`config.mk`:
```
export PLATFORM = sky130hd
export DESIGN_NAME = jtag_shift_engine
export DESIGN_NICKNAME = d
export VERILOG_FILES = /design/src/rtl/jtag_pkg.sv /design/src/rtl/jtag_tck_phase.sv /design/src/rtl/jtag_shift_engine.sv
export SDC_FILE = /design/constraint.sdc
export NUM_CORES = 1
export LEC_CHECK = 0
export ABC_AREA = 1
export BUFFER_PORTS_ARGS = -buffer_cell sky130_fd_sc_hd__buf_2
export CAP_MARGIN = 20
export CORE_AREA = 2 2 121 123
export DETAILED_ROUTE_END_ITERATION = 6
export DIE_AREA = 0 0 123 125
export GPL_ROUTABILITY_DRIVEN = 0
export PLACE_DENSITY_LB_ADDON = 0.12
export SYNTH_ARGS = -nofsm -noshare
export SYNTH_HDL_FRONTEND = slang
export SYNTH_SLANG_ARGS = --single-unit
```
`constraint.sdc`:
```
create_clock -name clk -period 9.72 [get_ports clk]
set_clock_uncertainty 0.05 [all_clocks]
set_input_delay 1.458 -clock clk [delete_from_list [all_inputs] [get_ports clk]]
set_output_delay 1.458 -clock clk [all_outputs]
set_load 0.005 [all_outputs]
```
`src/rtl/jtag_pkg.sv`:
```
// rtl/jtag_pkg.sv - shared types and constants for the JTAG shift engine
package jtag_pkg;

    typedef enum logic [2:0] {
        IDLE,
        TRST,
        LOW,
        HIGH,
        RESP
    } jtag_state_e;

    localparam logic TMS_IDLE = 1'b1;

    function automatic int jtag_len_w(input int max_bits);
        return (max_bits > 1) ? $clog2(max_bits) : 1;
    endfunction

endpackage

```
`src/rtl/jtag_tck_phase.sv`:
```
// rtl/jtag_tck_phase.sv - TCK half-period counter, pulses phase_done every TCK_HALF clk cycles
module jtag_tck_phase #(
    parameter int TCK_HALF = 5
) (
    input  logic clk,
    input  logic rst,
    input  logic clear,
    output logic phase_done
);

    localparam int CW = (TCK_HALF > 1) ? $clog2(TCK_HALF) : 1;

    logic [CW-1:0] cnt;

    assign phase_done = !clear && (cnt == CW'(TCK_HALF - 1));

    always_ff @(posedge clk or posedge rst) begin
        if (rst) begin
            cnt <= '0;
        end else if (clear || phase_done) begin
            cnt <= '0;
        end else begin
            cnt <= cnt + 1'b1;
        end
    end

endmodule

```
`src/rtl/jtag_shift_engine.sv`:
```
// rtl/jtag_shift_engine.sv - JTAG bit-bang master; optional JTAG_TDO_SYNC_EN adds a 2-flop tdo synchroniser
module jtag_shift_engine
    import jtag_pkg::*;
#(
    parameter  int MAX_BITS    = 32,
    parameter  int TCK_HALF    = 5,
    parameter  int TRST_CYCLES = 8,
    localparam int LEN_W       = jtag_len_w(MAX_BITS)
) (
    input  logic                clk,
    input  logic                rst,
    input  logic                cmd_valid,
    output logic                cmd_ready,
    input  logic                cmd_trst,
    input  logic [LEN_W-1:0]    cmd_len,
    input  logic [MAX_BITS-1:0] cmd_tms,
    input  logic [MAX_BITS-1:0] cmd_tdi,
    output logic                rsp_valid,
    input  logic                rsp_ready,
    output logic [MAX_BITS-1:0] rsp_tdo,
    output logic                tck,
    output logic                tms,
    output logic                tdi,
    output logic                trstn,
    input  logic                tdo
);

    localparam int TRST_W = $clog2(TRST_CYCLES + 1);

    typedef struct packed {
        logic                trst;
        logic [LEN_W-1:0]    len;
        logic [MAX_BITS-1:0] tms;
        logic [MAX_BITS-1:0] tdi;
    } jtag_cmd_t;

    jtag_state_e         state, state_d;
    jtag_cmd_t           cmd_in;
    logic [LEN_W-1:0]    idx, idx_d, len_q, len_d;
    logic [MAX_BITS-1:0] tms_vec, tms_vec_d, tdi_vec, tdi_vec_d, rsp_tdo_d;
    logic [TRST_W-1:0]   trst_cnt, trst_cnt_d;
    logic                tck_d, tms_d, tdi_d, trstn_d, cmd_ready_d, rsp_valid_d;
    logic                phase_done, phase_clear, tdo_sample, accept;

`ifdef JTAG_TDO_SYNC_EN
    logic [1:0] tdo_sync;

    always_ff @(posedge clk or posedge rst) begin
        if (rst) begin
            tdo_sync <= '0;
        end else begin
            tdo_sync <= {tdo_sync[0], tdo};
        end
    end

    assign tdo_sample = tdo_sync[1];

    // tdo settles after the falling tck edge; the synchroniser needs 2 cycles before the sample point
    if (TCK_HALF < 3) begin : g_sync_check
        $error("JTAG_TDO_SYNC_EN requires TCK_HALF >= 3");
    end
`else
    assign tdo_sample = tdo;
`endif

    assign phase_clear = !(state == LOW || state == HIGH);
    assign accept      = cmd_valid && cmd_ready;

    jtag_tck_phase #(
        .TCK_HALF(TCK_HALF)
    ) u_phase (
        .clk       (clk),
        .rst       (rst),
        .clear     (phase_clear),
        .phase_done(phase_done)
    );

    always_comb begin
        cmd_in.trst = cmd_trst;
        cmd_in.len  = (32'(cmd_len) > MAX_BITS - 1) ? LEN_W'(MAX_BITS - 1) : cmd_len;
        cmd_in.tms  = cmd_tms;
        cmd_in.tdi  = cmd_tdi;
    end

    always_comb begin
        state_d     = state;
        idx_d       = idx;
        len_d       = len_q;
        tms_vec_d   = tms_vec;
        tdi_vec_d   = tdi_vec;
        trst_cnt_d  = trst_cnt;
        rsp_tdo_d   = rsp_tdo;
        rsp_valid_d = rsp_valid;
        tms_d       = tms;
        tdi_d       = tdi;

        case (state)
            IDLE: begin
                if (accept) begin
                    idx_d      = '0;
                    len_d      = cmd_in.len;
                    tms_vec_d  = cmd_in.tms;
                    tdi_vec_d  = cmd_in.tdi;
                    trst_cnt_d = '0;
                    rsp_tdo_d  = '0;
                    if (cmd_in.trst) begin
                        state_d = TRST;
                    end else begin
                        state_d = LOW;
                        tms_d   = cmd_in.tms[0];
                        tdi_d   = cmd_in.tdi[0];
                    end
                end
            end
            TRST: begin
                if (trst_cnt == TRST_W'(TRST_CYCLES - 1)) begin
                    state_d = RESP;
                end else begin
                    trst_cnt_d = trst_cnt + 1'b1;
                end
            end
            LOW: begin
                if (phase_done) begin
                    state_d = HIGH;
                end
            end
            HIGH: begin
                if (phase_done) begin
                    rsp_tdo_d[idx] = tdo_sample;
                    if (idx == len_q) begin
                        state_d = RESP;
                    end else begin
                        idx_d   = idx + 1'b1;
                        state_d = LOW;
                        tms_d   = tms_vec[idx_d];
                        tdi_d   = tdi_vec[idx_d];
                    end
                end
            end
            RESP: begin
                // valid rises one cycle after entry, giving the extra latency cycle
                rsp_valid_d = 1'b1;
                if (rsp_valid && rsp_ready) begin
                    state_d     = IDLE;
                    rsp_valid_d = 1'b0;
                end
            end
            default: state_d = IDLE;
        endcase

        tck_d       = (state_d == HIGH);
        trstn_d     = (state_d != TRST);
        cmd_ready_d = (state_d == IDLE);
    end

    always_ff @(posedge clk or posedge rst) begin
        if (rst) begin
            state     <= IDLE;
            idx       <= '0;
            len_q     <= '0;
            tms_vec   <= '0;
            tdi_vec   <= '0;
            trst_cnt  <= '0;
            rsp_tdo   <= '0;
            rsp_valid <= 1'b0;
            cmd_ready <= 1'b0;
            tck       <= 1'b0;
            tms       <= TMS_IDLE;
            tdi       <= 1'b0;
            trstn     <= 1'b1;
        end else begin
            state     <= state_d;
            idx       <= idx_d;
            len_q     <= len_d;
            tms_vec   <= tms_vec_d;
            tdi_vec   <= tdi_vec_d;
            trst_cnt  <= trst_cnt_d;
            rsp_tdo   <= rsp_tdo_d;
            rsp_valid <= rsp_valid_d;
            cmd_ready <= cmd_ready_d;
            tck       <= tck_d;
            tms       <= tms_d;
            tdi       <= tdi_d;
            trstn     <= trstn_d;
        end
    end

endmodule

```
# --- Word-level counts from Yosys, hierarchy flattened ---
# Index checks and enable logic that the tools add are counted.
classes:
  addsub: 3
  multipliers: 0
  div_mod_pow: 0
  order_cmp: 3
  n_eq_ne: 14
  shift: 0
  muxes: 37
  bitwise_logic: 0
  reduce_logical: 16
ops:
  columns: ["cell", "count"]
  rows:
  - ["$mux W32", 2]
  - ["$pmux W32 S2", 1]
  - ["$bwmux W32", 1]
  - ["$mux W3", 7]
  - ["$mux W5", 3]
  - ["$pmux W3 S5", 1]
  - ["$lt A5 B6 Y1 const B", 2]
  - ["$mux W1", 12]
  - ["$bmux W1 S5", 2]
  - ["$pmux W5 S2", 1]
  - ["$eq A3 B2 Y1 const B", 3]
  - ["$mux W4", 2]
  - ["$ne A2 B2 Y1 const B", 4]
  - ["$pmux W4 S2", 1]
  - ["$eq A3 B3 Y1 const B", 2]
  - ["$logic_not A3 Y1", 2]
  - ["$reduce_and A3 Y1", 2]
  - ["$add A5 B1 Y5 const B", 1]
  - ["$demux W1 S5", 1]
  - ["$eq A5 B5 Y1", 1]
  - ["$ge A5 B1 Y1 const B", 1]
  - ["$reduce_and A5 Y1", 1]
  - ["$add A4 B1 Y4 const B", 1]
  - ["$eq A4 B3 Y1 const B", 1]
  - ["12 further kinds", 18]
totals:
  regBits: 122
  latch_bits: 0
  ram_bits: 0
  mem_bits_ro: 0
  inputBits: 75
  out_inout_bits: 38
  wordCells: 87
  memories: 0

# --- Longest topological paths before layout ---
# Gate-level depths: netlist of run 1.
logic_depth:
  ltp_word: 7
  depth_mapped: 14

# --- Modules after synthesis ---
# From an unflattened synthesis of run 1, not the netlist that was laid out.
hier_totals:
  hier_cells: 782
  area_unflattened_um2: 6075.8
by_module_without_submodules:
  columns: ["mod", "n_inst", "cells_per_inst", "area_each_um2", "seq_area_each_um2"]
  rows:
  - ["jtag_shift_engine", 1, 761, 5910.7, 2980.4]
  - ["jtag_tck_phase", 1, 21, 165.2, 75.1]

# --- Worst setup path before layout of run 1 ---
# No wires, ideal clock.
synth_path:
  path_kind: "input to register"
  start: "input cmd_valid"
  end: "register rsp_tdo[24]"
  setup_time_ns: 0.125
  arrival_ns: 2.164
  setup_slack_ns: 7.380
  stages: 7
  n_path_buf: 2
  path_cell_list: "nand2_1 > nand3_1 > nand3_2 > buf_6 > buf_6 > a21oi_2 > o22ai_1"
synth_between:
  elab_chain_len: 3
synth_rtl:
  columns: ["item", "line", "text"]
  rows:
  - ["from (decl)", "jtag_shift_engine.sv:12", "input logic cmd_valid,"]
  - ["$logic_and A1 B1 Y1", "jtag_shift_engine.sv:67", "assign accept = cmd_valid && cmd_ready;"]
  - ["$ne A2 B2 Y1 (no source line)", null, null]
  - ["$reduce_and A3 Y1 (no source line)", null, null]
  - ["to (signal assigned)", "jtag_shift_engine.sv:178", "rsp_tdo <= rsp_tdo_d;"]
  - ["to (decl)", "jtag_shift_engine.sv:20", "output logic [MAX_BITS-1:0] rsp_tdo,"]
# Every way passes these cells.
# A chain may end at the register's enable or synchronous reset.

# --- Worst setup path after layout of run 1 ---
layout_path:
  start: "register idx[0]"
  end: "register tdi"
layout_between:
  elab_chain_len: 6
  elab_cells_between_ends: 9
  cone_classes: "add/sub (1); eq/ne (2); mux (5); reduce/logical (1)"
layout_rtl:
  columns: ["item", "line", "text"]
  rows:
  - ["from (decl)", "jtag_shift_engine.sv:39", "logic [LEN_W-1:0] idx, idx_d, len_q, len_d;"]
  - ["from (signal assigned)", "jtag_shift_engine.sv:173", "idx <= idx_d;"]
  - ["$add A5 B1 Y5", "jtag_shift_engine.sv:133", "idx_d = idx + 1'b1;"]
  - ["$bmux W1 S5", "jtag_shift_engine.sv:136", "tdi_d = tdi_vec[idx_d];"]
  - ["$mux W1 (implied by the code)", "jtag_shift_engine.sv:136", null]
  - ["$mux W1", "jtag_shift_engine.sv:130", "if (idx == len_q) begin"]
  - ["$mux W1", "jtag_shift_engine.sv:128", "if (phase_done) begin"]
  - ["$pmux W1 S2", "jtag_shift_engine.sv:97", "case (state)"]
  - ["to (signal assigned)", "jtag_shift_engine.sv:183", "tdi <= tdi_d;"]
  - ["to (decl)", "jtag_shift_engine.sv:23", "output logic tdi,"]
# Several ways; a longest one is shown, not always the timed one. The select of a mux whose other input is x is not followed.

==> impl_summary.log, run 1 <==
INFO  metric run_status = finished, final reports clean
INFO  metric setup_tns = 0 ps
INFO  metric synthArstFlopShare = 1.00
INFO  metric num_vias = 5,309
INFO  metric ff2ff_setup_slack = roughly 6600 ps
INFO  metric core.rowCount = 44
INFO  metric antenna_found_initial = 0
INFO  metric fin_crit = between 3000 and 4000 ps
INFO  metric post_synth_top_flop = dfrtp_1
INFO  metric dr.pass1.iters = 5
INFO  metric insertedDiodeCount = 0
INFO  metric final-setup-viol-count = 0
INFO  metric worst_slew_margin_rel = 0.318
INFO  metric cp.required = about 10000 ps
INFO  metric cts_hold_repair.buffers = 0
INFO  metric holdCritStartpoint = u_phase.cnt[0]
INFO  metric synth_commonest_cells = nand2_1, dfrtp_1, inv_1, o21ai_0, nand3_1
INFO  metric number_of_failing_hold_endpoints_at_the_final_stage = 0
INFO  metric design.final.nets = roughly 960
INFO  metric grtUsageTotal = 0.209
INFO  metric global_route_wire_length_before_repair = roughly 26,000 µm
INFO  metric max_clock_freq = 322 MHz
INFO  metric clk_latency = around 400 ps
INFO  metric fraction_of_met2_tracks_used_by_global_routing = 0.345
INFO  metric worst_hold_path.num_cells = 1
INFO  metric mappedNetlistArea = 0.00619 mm²
INFO  metric report.final.slew_viol_count = 0
INFO  metric post_cts_resize_count = 0
INFO  metric top_usage_layer = met2
INFO  metric arrival = 3350 ps
INFO  metric globalRouteMet3Util = 0.0424
INFO  metric start_util = 0.436
INFO  metric wl = 15,200 µm
INFO  metric grt_pass1_vias = 5,349
INFO  metric holdPathEnd = u_phase.cnt[0]
INFO  metric route.detailed.vias_per_inst = around 4.9
INFO  metric drc = 0
INFO  metric grt_start_max_net_pins = 138
INFO  metric yosys_warnings = 0
INFO  metric cts-buffers-inserted = 17
INFO  metric placed_cells = 1,044
INFO  metric stdcell_area = 0.00737 mm²
INFO  metric cts-root-buf = clkbuf_16
INFO  metric power_density = roughly 250 mW/mm²
INFO  metric placed_area = 0.00677 mm²
INFO  metric register_cell_area_after_layout = 0.00306 mm²
INFO  metric synth_enable_flop_cells = 0
INFO  metric hold_path_class = reg2reg
INFO  metric clockBufferDepth = 2
INFO  metric nets_in_the_synthesized_netlist = 866
INFO  metric io_buffers = 112
INFO  metric area_taken_by_multi_input_logic_gates = around 0.0024 mm²
INFO  metric floorplan.die.width = roughly 120 µm
INFO  metric ys_seq_elements = between 100 and 150
INFO  metric yosysTopAreaCell = dfrtp_1
INFO  metric setup_repair_after_global_routing_missed_its_margin = no
INFO  metric critical_path_startpoint_category = flop
INFO  metric io_pins = 113
INFO  metric min_period_over_period = 0.319
INFO  metric pre_cts_ws = around 6200 ps
INFO  metric chipHeight = 125 µm
INFO  metric clock_tree.htree_level_count = 4
INFO  metric synth_top_cells_by_area = dfrtp_1, nand2_1, o21ai_0
INFO  metric core_region_area = 0.0142 mm²
INFO  metric cts.sinks = 122
INFO  metric netlist_instances = 784
INFO  metric kind_of_end_point_of_the_critical_path = flop
INFO  metric total_leakage_power = between 3 and 4 nW
INFO  metric post_synth.cell_area_avg = 7.89 µm²
INFO  metric tritoncts = done
INFO  metric worst_ir_drop_vdd = 0.124 mV
INFO  metric fillerInstances = between 1,000 and 1,500
INFO  metric number_of_drc_markers_after_the_initial_detailed_route_iteration = 292
INFO  metric area_delta_synth_final = 19.2%
INFO  metric power.total = 1.82 mW
INFO  metric yosys_top_cell_area_share = 0.485
INFO  metric grt_overflow = 0
INFO  metric rr_startpoint = idx[0]
INFO  metric layout_cells_sized_above_1 = 0.200
INFO  metric post_drt_wl_per_cell = 14.1 µm
INFO  metric ff2ff_path_depth = 11
INFO  metric hpwlAfterDp = between 10,000 and 15,000 µm
INFO  metric seq_area_frac_synth = 0.494
INFO  metric end_of_the_worst_register_to_register_path = tdi
INFO  metric postRouteAntennaNets = 0
INFO  metric tightest_slew = 1020 ps
INFO  metric number_of_max_cap_violations = 0
INFO  metric fp.dieArea = approximately 0.015 mm²
INFO  metric netlist-cell-type-count = 33
INFO  metric yosys.cell_count.top_type = nand2_1
INFO  metric layout_setup_ws = about 6600 ps
INFO  metric clk_transition_reported_paths = around 50 ps
INFO  metric critPathKind = reg2reg
INFO  metric use_met1 = 0.278
INFO  metric layoutNonFillerInstCount = 1,076
INFO  metric worst-path-max-fanout = 33
INFO  metric cts_post_setup_buffers_inserted = 0
-- critical path, stage by stage, from the launching register on --
cell and delay, ps:
dfrtp_1 370, inv_1 740, ha_1 700, inv_1 440, nand3_1 210, nand3_1 90
nand3_1 80, nand2_1 70, nand2_1 60, nand3_1 70, nand2_1 60, inv_1 40
-- metal layers --
metal / wire length (µm) / share of wire
met1: 7140 / 0.47
met3: 567 / 0.037
met2: 7320 / 0.48
met5: 0 / 0
met4: 153 / 0.010
-- worst max-delay path by stage --
stage	cells past startpoint	slack, ps	from	end
6_report	11	6620	idx[0]	tdi
3_5_place_dp	10	6150	cmd_valid	trst_cnt[3]
5_1_grt	11	6350	idx[0]	tdi
3_3_place_gp	10	6230	cmd_valid	trst_cnt[3]
2_1_floorplan	1	4970	rst	cmd_ready
4_1_cts	10	6580	cmd_valid	trst_cnt[3]
-- layout by cell type, fill, tap and decap left out, drive strengths merged --
cell type | synthesis | layout
o21bai | 1 | 1
a211oi | 1 | 1
o211ai | 2 | 2
nand3 | 67 | 67
dfrtp | 120 | 120
clkinv | 2 | 5
o22ai | 10 | 10
nor2 | 35 | 35
buf | 28 | 116
nand4 | 1 | 1
a21oi | 24 | 24
o21ai | 89 | 89
xnor2 | 3 | 3
clkbuf | 11 | 23
o2111ai | 1 | 1
ha | 7 | 7
dfstp | 2 | 2
nand2 | 233 | 233
inv | 117 | 117
clkinvlp | 0 | 2
bufinv | 0 | 3
xor2 | 3 | 3
nor3 | 5 | 5
o31ai | 22 | 22
-- area by class of cell --
cell class / count / area share
Timing Repair Buffer: 116 / 0.0828
Clock inverter: 8 / 0.0163
Clock buffer: 23 / 0.0621
Multi-Input combinational cell: 504 / 0.332
Sequential cell: 122 / 0.414
Inverter: 119 / 0.0609
Tap cell: 184 / 0.0312
-- registers in the layout, summed over array words and instances (netlist names) --
register / flops
rsp_tdo: 32
tdi_vec: 32
tms_vec: 32
idx: 5
len_q: 5
trst_cnt: 4
state: 3
u_phase.cnt: 3
cmd_ready: 1
rsp_valid: 1
tck: 1
tdi: 1
tms: 1
trstn: 1
-- cell families after synthesis --
group                    synth area share
buffers and inverters               0.111
adder cells (fa/ha/maj)            0.0142
AO/OA/AOI/OAI                       0.141
AND/OR/NAND/NOR                     0.231
XOR/XNOR                          0.00850
flip-flops                          0.494
-- power by group --
part | switching (mW) | total [mW] | internal [mW]
clock | 0.218 | 0.625 | 0.407
combinational | 0.388 | 0.570 | 0.181
sequential | 0.0368 | 0.624 | 0.587
-- through the flow --
step                      utilization  hold WS (ps)
after global routing            0.519           451
final                           0.519           412
after global placement          0.476           393
after floorplan                     -           380
after CTS                       0.517           417
after detailed placement        0.476           410
Power figures use the tool's default switching activity.
==> run 2, diff against run 1 <==
- ABC_AREA: 1 -> 0
- CORE_AREA: 2 2 121 123 -> 2 2 117 119
- DIE_AREA: 0 0 123 125 -> 0 0 119 121
- clock period: 9.72 -> 3 ns (I/O delays scaled with it)
==> run 2 against run 1 <==
  * Fmax up 18%
  * Via count shrank 22%
  * Cell count is 28% lower
  * Critical path type unchanged
  * Critical endpoint is now tms
  * Largest power group is now registers
==> impl_summary.log, run 2 <==
INFO  metric route.detailed.vias_per_inst = 5.39 (+9.3%)
INFO  metric design.final.nets = 663 (-31%)
INFO  metric critical_path_startpoint_category = flop
INFO  metric clk_latency = 410 ps (about the same)
INFO  metric num_vias = 4,152 (-22%)
INFO  metric ff2ff_path_depth = 7 (-4)
INFO  metric cts-root-buf = clkbuf_16
INFO  metric largestRegisters = rsp_tdo (32), tdi_vec (32), tms_vec (32)
INFO  metric pre_cts_ws = 352 ps (-5800 ps)
INFO  metric area_delta_synth_final = 23.0%
INFO  metric cts-buffers-inserted = 17 (unchanged)
INFO  metric final-setup-viol-count = 0 (unchanged)
INFO  metric clock_tree.htree_level_count = 4 (unchanged)
INFO  metric io_buffers = 112 (unchanged)
INFO  metric yosys_warnings = 0 (unchanged)
INFO  metric grt_overflow = 0 (unchanged)
INFO  metric worst_ir_drop_vdd = 0.365 mV (+190%)
INFO  metric ys_seq_elements = 122 (unchanged)
INFO  metric hpwlAfterDp = 9360 µm (-9.8%)
INFO  metric seq_area_frac_synth = 0.526 (+0.0325)
INFO  metric dr.pass1.iters = 5 (unchanged)
INFO  metric synth_enable_flop_cells = 0 (unchanged)
INFO  metric ff2ff_setup_slack = 370 ps (-6250 ps)
INFO  metric layout.core_utilization = 0.545 (+0.0263)
INFO  metric layout_cells_sized_above_1 = 0.413 (+0.214)
INFO  metric cts_post_setup_buffers_inserted = 0 (unchanged)
INFO  metric cts.sinks = 122 (unchanged)
INFO  metric nets_in_the_synthesized_netlist = 555 (-36%)
INFO  metric most-common-layout-cells = dfrtp_1, buf_2, mux2_2, o21ai_0, a21oi_1
INFO  metric cts_hold_repair.buffers = 0 (unchanged)
INFO  metric postRouteAntennaNets = 0 (unchanged)
INFO  metric synth_top_cells_by_area = dfrtp_1, mux2_2, o21ai_0
INFO  metric final_common_cell = dfrtp_1
INFO  metric layoutNonFillerInstCount = 770 (-28%)
INFO  metric timing.critical_path.from = idx[1]
INFO  metric report.final.slew_viol_count = 0 (unchanged)
INFO  metric grt_start_max_net_pins = 88 (-36%)
INFO  metric yosys.cell_count.top_type = dfrtp_1
INFO  metric netlist_instances = 473 (-40%)
INFO  metric max_clock_freq = 380 MHz (+18%)
INFO  metric placed_cells = 738 (-29%)
INFO  metric clk_transition_reported_paths = 50 ps (about the same)
INFO  metric number_of_max_cap_violations = 0 (unchanged)
INFO  metric global_route_wire_length_before_repair = 21,900 µm (-14%)
INFO  metric synthArstFlopShare = 1.00 (unchanged)
INFO  metric clockBufferDepth = 2 (unchanged)
INFO  metric critPathKind = reg2reg
INFO  metric power_density = 899 mW/mm² (+260%)
INFO  metric netlist-cell-type-count = 46 (+39%)
INFO  metric synth_commonest_cells = dfrtp_1, mux2_2, o21ai_0, a21oi_1, nand2_1
INFO  metric number_of_failing_hold_endpoints_at_the_final_stage = 0 (unchanged)
INFO  metric setup_tns = 0 ps (unchanged)
INFO  metric fp.dieArea = 0.0144 mm² (-6.3%)
INFO  metric number_of_drc_markers_after_the_initial_detailed_route_iteration = 294 (+0.68%)
INFO  metric yosysTopAreaCell = dfrtp_1
INFO  metric core.rowCount = 42 (-4.5%)
INFO  metric post_cts_resize_count = 0 (unchanged)
INFO  metric arrival = 2900 ps (-450 ps)
INFO  metric cp.required = 3270 ps (-6700 ps)
INFO  metric total_leakage_power = 3.32 nW (-10%)
INFO  metric run_status = finished, final reports clean
INFO  metric rr_startpoint = idx[1]
INFO  metric wl = 13,500 µm (-11%)
INFO  metric yosys_top_cell_area_share = 0.517 (+0.0319)
INFO  metric setup_repair_after_global_routing_missed_its_margin = no
INFO  metric worst_hold_slack = 142 ps (-270 ps)
INFO  metric end_of_the_worst_register_to_register_path = tms
INFO  metric tightest_slew = 610 ps (-413 ps)
INFO  metric post_drt_wl_per_cell = 17.5 µm (+24%)
INFO  metric min_period_over_period = 0.877 (+0.558)
INFO  metric start_util = 0.444 (+0.00807)
INFO  metric tritoncts = done
INFO  metric layout_setup_ws = 370 ps (-6250 ps)
INFO  metric antenna_found_initial = 1 (+1)
INFO  metric grt_pass1_vias = 4,307 (-19%)
INFO  metric kind_of_end_point_of_the_critical_path = flop
INFO  metric drc = 0 (unchanged)
INFO  metric post_synth_top_flop = dfrtp_1
INFO  metric hold_path_class = in2async
INFO  metric timing.critical_path.to = tms
INFO  metric worst-path-max-fanout = 10 (-70%)
INFO  metric post_synth.cell_area_avg = 12.3 µm² (+56%)
INFO  metric mappedNetlistArea = 0.00580 mm² (-6.2%)
INFO  metric core_region_area = 0.0131 mm² (-7.9%)
INFO  metric chipHeight = 121 µm (-3.2%)
INFO  metric io_pins = 113 (unchanged)
INFO  metric worst_slew_margin_rel = 0.593 (+0.275)
INFO  metric grtUsageTotal = 0.198 (-0.0112)
INFO  metric floorplan.die.width = 119 µm (-3.3%)
INFO  metric fin_crit = 2630 ps (-471 ps)
==> run 2: cell type report <==
class	count	area, µm²
fillers	1121	5950
flip-flops and latches	122	3060
multi-input cells	310	2570
repair buffers	121	653
clock buffers	24	512
well taps	176	220
clock inverters	7	87.6
inverters	9	37.5
diodes	1	2.50
==> run 2: critical path, cell delays in order (launching register included) <==
cell and delay [ps]:
dfrtp_1 410, inv_1 100, ha_1 570, buf_4 280, mux4_1 560, mux2_2 270, o211ai_1 150, a41oi_1 140
==> run 2: per-layer routing <==
metal / up-vias / track usage / wire length [µm]
li1: 1929 / - / -
met1: 2068 / 0.260 / 5850
met2: 135 / 0.310 / 6540
met3: 18 / 0.0658 / 850
met4: 2 / 0.0707 / 189
met5: - / 0 / 13
==> run 2: where the power goes <==
part | internal (mW) | switching (mW) | total [mW]
clock network | 1.34 | 0.693 | 2.04
logic | 1.04 | 0.781 | 1.82
registers | 2.22 | 0.346 | 2.56
==> run 2: stage by stage <==
stage | total power, mW | instance area [µm²]
global placement | 4.35 | 6540
floorplan | 4.01 | 5810
finish | 6.41 | 7140
detailed placement | 4.42 | 6540
global route | 6.80 | 7130
CTS | 6.48 | 7130
==> run 2: worst min-delay path by stage <==
stage          startpoint         end  slack, ps  cells past startpoint
3_3_place_gp   tms_vec[0]  tms_vec[0]        430                      1
5_1_grt               rst  tdi_vec[4]        170                      3
3_5_place_dp   tdi_vec[3]  tdi_vec[3]        440                      1
6_report              rst  tdi_vec[4]        140                      3
2_1_floorplan  tdi_vec[3]  tdi_vec[3]        420                      1
4_1_cts               rst   rsp_valid        160                      3
==> run 2: logic make-up after synthesis <==
| kind of cell | after synthesis | share of synthesized area |
|---|---|---|
| DFF | 122 | 0.526 |
| AOI/OAI and AO/OA | 116 | 0.109 |
| muxes | 98 | 0.229 |
| and+or+nand+nor | 77 | 0.0662 |
| buffers and inverters | 41 | 0.0325 |
| xor gates and xnor gates | 12 | 0.0220 |
| adders and majority gates | 7 | 0.0151 |
==> run 3, diff against run 2 <==
- CORE_AREA: 2 2 117 119 -> 2 2 102 104
- DIE_AREA: 0 0 119 121 -> 0 0 104 106
- clock period: 3 -> 3.1 ns (I/O delays scaled with it)
==> run 3 against run 2 <==
  * Clock power about the same
  * Sequential share of layout area increased by 0.26 points
  * Largest power group unchanged
  * Routed wire length decreased by 3.3%
  * Largest cell class unchanged
  * Global-route usage increased by 5.0 points
  * First-iteration DRC count decreased by 11%
  * Design area decreased by 0.61%
  * Register-to-register slack improved by 80 ps
  * Cell count decreased by 5.3%
  * Fmax decreased by 0.66%
  * Die area decreased by 23%
  * Clock-buffer cell count increased by 2
==> impl_summary.log, run 3 (synthesis gave the netlist of run 2 again) <==
INFO  metric final_common_cell = dfrtp_1
INFO  metric power.switching_fraction = 0.285 (+0.00157)
INFO  metric grt_overflow = 0 (unchanged)
INFO  metric critPathKind = reg2reg
INFO  metric end_of_the_worst_register_to_register_path = tms
INFO  metric cts_hold_repair.buffers = 0 (unchanged)
INFO  metric grt_start_max_net_pins = 77 (-13%)
INFO  metric chipHeight = 106 µm (-12%)
INFO  metric worst_ir_drop_vdd = 0.499 mV (+37%)
INFO  metric cts-root-buf = clkbuf_8
INFO  metric met1Wirelength = 5710 µm (-2.4%)
INFO  metric design.final.nets = 662 (-0.15%)
INFO  metric num_vias = 4,170 (+0.43%)
INFO  metric wl_met2 = 6360 µm (-2.7%)
INFO  metric antenna_found_initial = 0 (-1)
INFO  metric run_status = finished, final reports clean
INFO  metric arrival = 3010 ps (+110 ps)
INFO  metric power_density = 887 mW/mm² (-1.3%)
INFO  metric start_util = 0.580 (+0.137)
INFO  metric cts.sinks = 122 (unchanged)
INFO  metric cts_post_setup_buffers_inserted = 0 (unchanged)
INFO  metric kind_of_end_point_of_the_critical_path = flop
INFO  metric largestRegisters = rsp_tdo (32), tdi_vec (32), tms_vec (32)
INFO  metric critical_path_startpoint_category = flop
INFO  metric met3_wirelength = 798 µm (-6.1%)
INFO  metric clockBufferDepth = 2 (unchanged)
INFO  metric area_taken_by_multi_input_logic_gates = 0.00257 mm² (unchanged)
INFO  metric grtUsageTotal = 0.248 (+0.0499)
INFO  metric clk_transition_reported_paths = 60 ps (about the same)
INFO  metric postRouteAntennaNets = 0 (unchanged)
INFO  metric worst_slew_margin_rel = 0.517 (-0.0754)
INFO  metric total_leakage_power = 3.32 nW (about the same)
INFO  metric post_drt_wl_per_cell = 17.8 µm (+2.1%)
INFO  metric internal_power = 4.50 mW (-2.1%)
INFO  metric power.total = 6.29 mW (-1.9%)
INFO  metric clk_latency = 510 ps (+100 ps)
INFO  metric clock_tree.htree_level_count = 4 (unchanged)
INFO  metric max_clock_freq = 378 MHz (-0.66%)
INFO  metric min_period_over_period = 0.854 (-0.0226)
INFO  metric tritoncts = done
INFO  metric ff2ff_path_depth = 7 (unchanged)
INFO  metric wl = 13,000 µm (-3.3%)
INFO  metric layoutNonFillerInstCount = 729 (-5.3%)
INFO  metric p_clk_frac = 0.320 (+0.003)
INFO  metric number_of_failing_hold_endpoints_at_the_final_stage = 0 (unchanged)
INFO  metric placed_cells = 697 (-5.6%)
INFO  metric number_of_max_cap_violations = 0 (unchanged)
INFO  metric final-setup-viol-count = 0 (unchanged)
INFO  metric cts-buffers-inserted = 17 (unchanged)
INFO  metric fin_crit = 2650 ps (+17.6 ps)
INFO  metric register_cell_area_after_layout = 0.00306 mm² (unchanged)
INFO  metric pre_cts_ws = 464 ps (+112 ps)
INFO  metric seq_power_share = 0.398 (about the same)
INFO  metric crit_slowest_cell = ha_1
INFO  metric timing.critical_path.cells = inv_1 > ha_1 > buf_4 > mux4_1 > mux2_2 > o211ai_1 > a41oi_1
INFO  metric drc = 0 (unchanged)
INFO  metric number_of_drc_markers_after_the_initial_detailed_route_iteration = 262 (-11%)
INFO  metric power_frac_comb = 0.282 (about the same)
INFO  metric post_cts_resize_count = 0 (unchanged)
INFO  metric global_route_wire_length_before_repair = 21,300 µm (-3.1%)
INFO  metric insertedDiodeCount = 0 (-1)
INFO  metric layout_cells_sized_above_1 = 0.410 (-0.00337)
INFO  metric grt_pass1_vias = 4,268 (-0.91%)
INFO  metric fp.dieArea = 0.0110 mm² (-23%)
INFO  metric io_buffers = 112 (unchanged)
INFO  metric p_switching = 1.80 mW (-1.4%)
INFO  metric rr_startpoint = idx[1]
INFO  metric most-common-layout-cells = dfrtp_1, buf_2, mux2_2, o21ai_0, a21oi_1
INFO  metric layout_setup_ws = 453 ps (+82.5 ps)
INFO  metric floorplan.die.width = 104 µm (-13%)
INFO  metric report.final.slew_viol_count = 0 (unchanged)
INFO  metric slowest_delay = 570 ps (about the same)
INFO  metric cp.required = 3460 ps (+190 ps)
INFO  metric setup_tns = 0 ps (unchanged)
INFO  metric core.rowCount = 37 (-12%)
INFO  metric top_signal_layer_used = met4
INFO  metric dr.pass1.iters = 6 (+1)
INFO  metric core_region_area = 0.0100 mm² (-24%)
INFO  metric setup_repair_after_global_routing_missed_its_margin = no
INFO  metric route.detailed.vias_per_inst = 5.72 (+6.1%)
INFO  metric io_pins = 113 (unchanged)
INFO  metric worst-path-max-fanout = 10 (unchanged)
INFO  metric hpwlAfterDp = 8620 µm (-7.9%)
INFO  metric tightest_slew = 724 ps (+114 ps)
INFO  metric fillerInstances = 735 (-34%)
INFO  metric area_delta_synth_final = 22.2%
INFO  metric hold_path_class = in2async
INFO  metric ff2ff_setup_slack = 450 ps (+80 ps)
[run 3: changes by cell type in the layout (fill, tap and decap cells not counted)]
| cell | before | now |
|---|---|---|
| buf_4 | 7 | 6 |
| diode_2 | 1 | 0 |
| bufinv_16 | 2 | 3 |
| clkbuf_16 | 17 | 16 |
| clkbuf_1 | 1 | 3 |
| clkbuf_8 | 6 | 7 |
| clkinv_2 | 4 | 2 |
[run 3: final cells by class]
class | instances | area share
repair buffers | 120 | 0.0910
inverters | 9 | 0.00529
multi-input cells | 310 | 0.362
flip-flops and latches | 122 | 0.431
clock inverters | 6 | 0.0152
well taps | 136 | 0.0240
clock buffers | 26 | 0.0716
[run 3: stage by stage]
step / hold slack [ps] / instance area [µm²] / utilization
after floorplan: 422 / 5810 / -
after global placement: 430 / 6480 / 0.648
after detailed placement: 437 / 6480 / 0.648
after CTS: 13.4 / 7090 / 0.709
after global routing: 19.3 / 7090 / 0.709
final: 3.47 / 7090 / 0.709
[run 3: worst max-delay path by stage]
| stage | startpoint | end | slack, ps | cells past startpoint |
|---|---|---|---|---|
| finish | idx[1] | tms | 450 | 7 |
| CTS | idx[1] | tms | 440 | 7 |
| global placement | idx[1] | tms | 570 | 7 |
| global route | idx[1] | tms | 240 | 7 |
| floorplan | idx[0] | tdi | 390 | 10 |
| detailed placement | idx[1] | tms | 460 | 7 |
[run 3: power by group through the flow]
stage | combinational [mW] | sequential (mW) | clock, mW
global route | 1.93 | 2.56 | 2.13
finish | 1.77 | 2.51 | 2.02
floorplan | 1.51 | 2.37 | 0
global placement | 1.68 | 2.51 | 0
CTS | 1.78 | 2.50 | 2.04
detailed placement | 1.76 | 2.51 | 0
[run 3: layer usage]
layer | vias up | GRT usage
met1 | 2065 | 0.322
met2 | 156 | 0.397
met5 | - | 0
met4 | 0 | 0.0888
li1 | 1935 | -
met3 | 14 | 0.0797
[run 3: critical path, delay by kind of cell (launching register included)]
kind,cells,cell delay (ps)
compound gates,2,280
buf+inv,2,390
mux,2,830
flops,1,420
fa+ha+maj,1,570
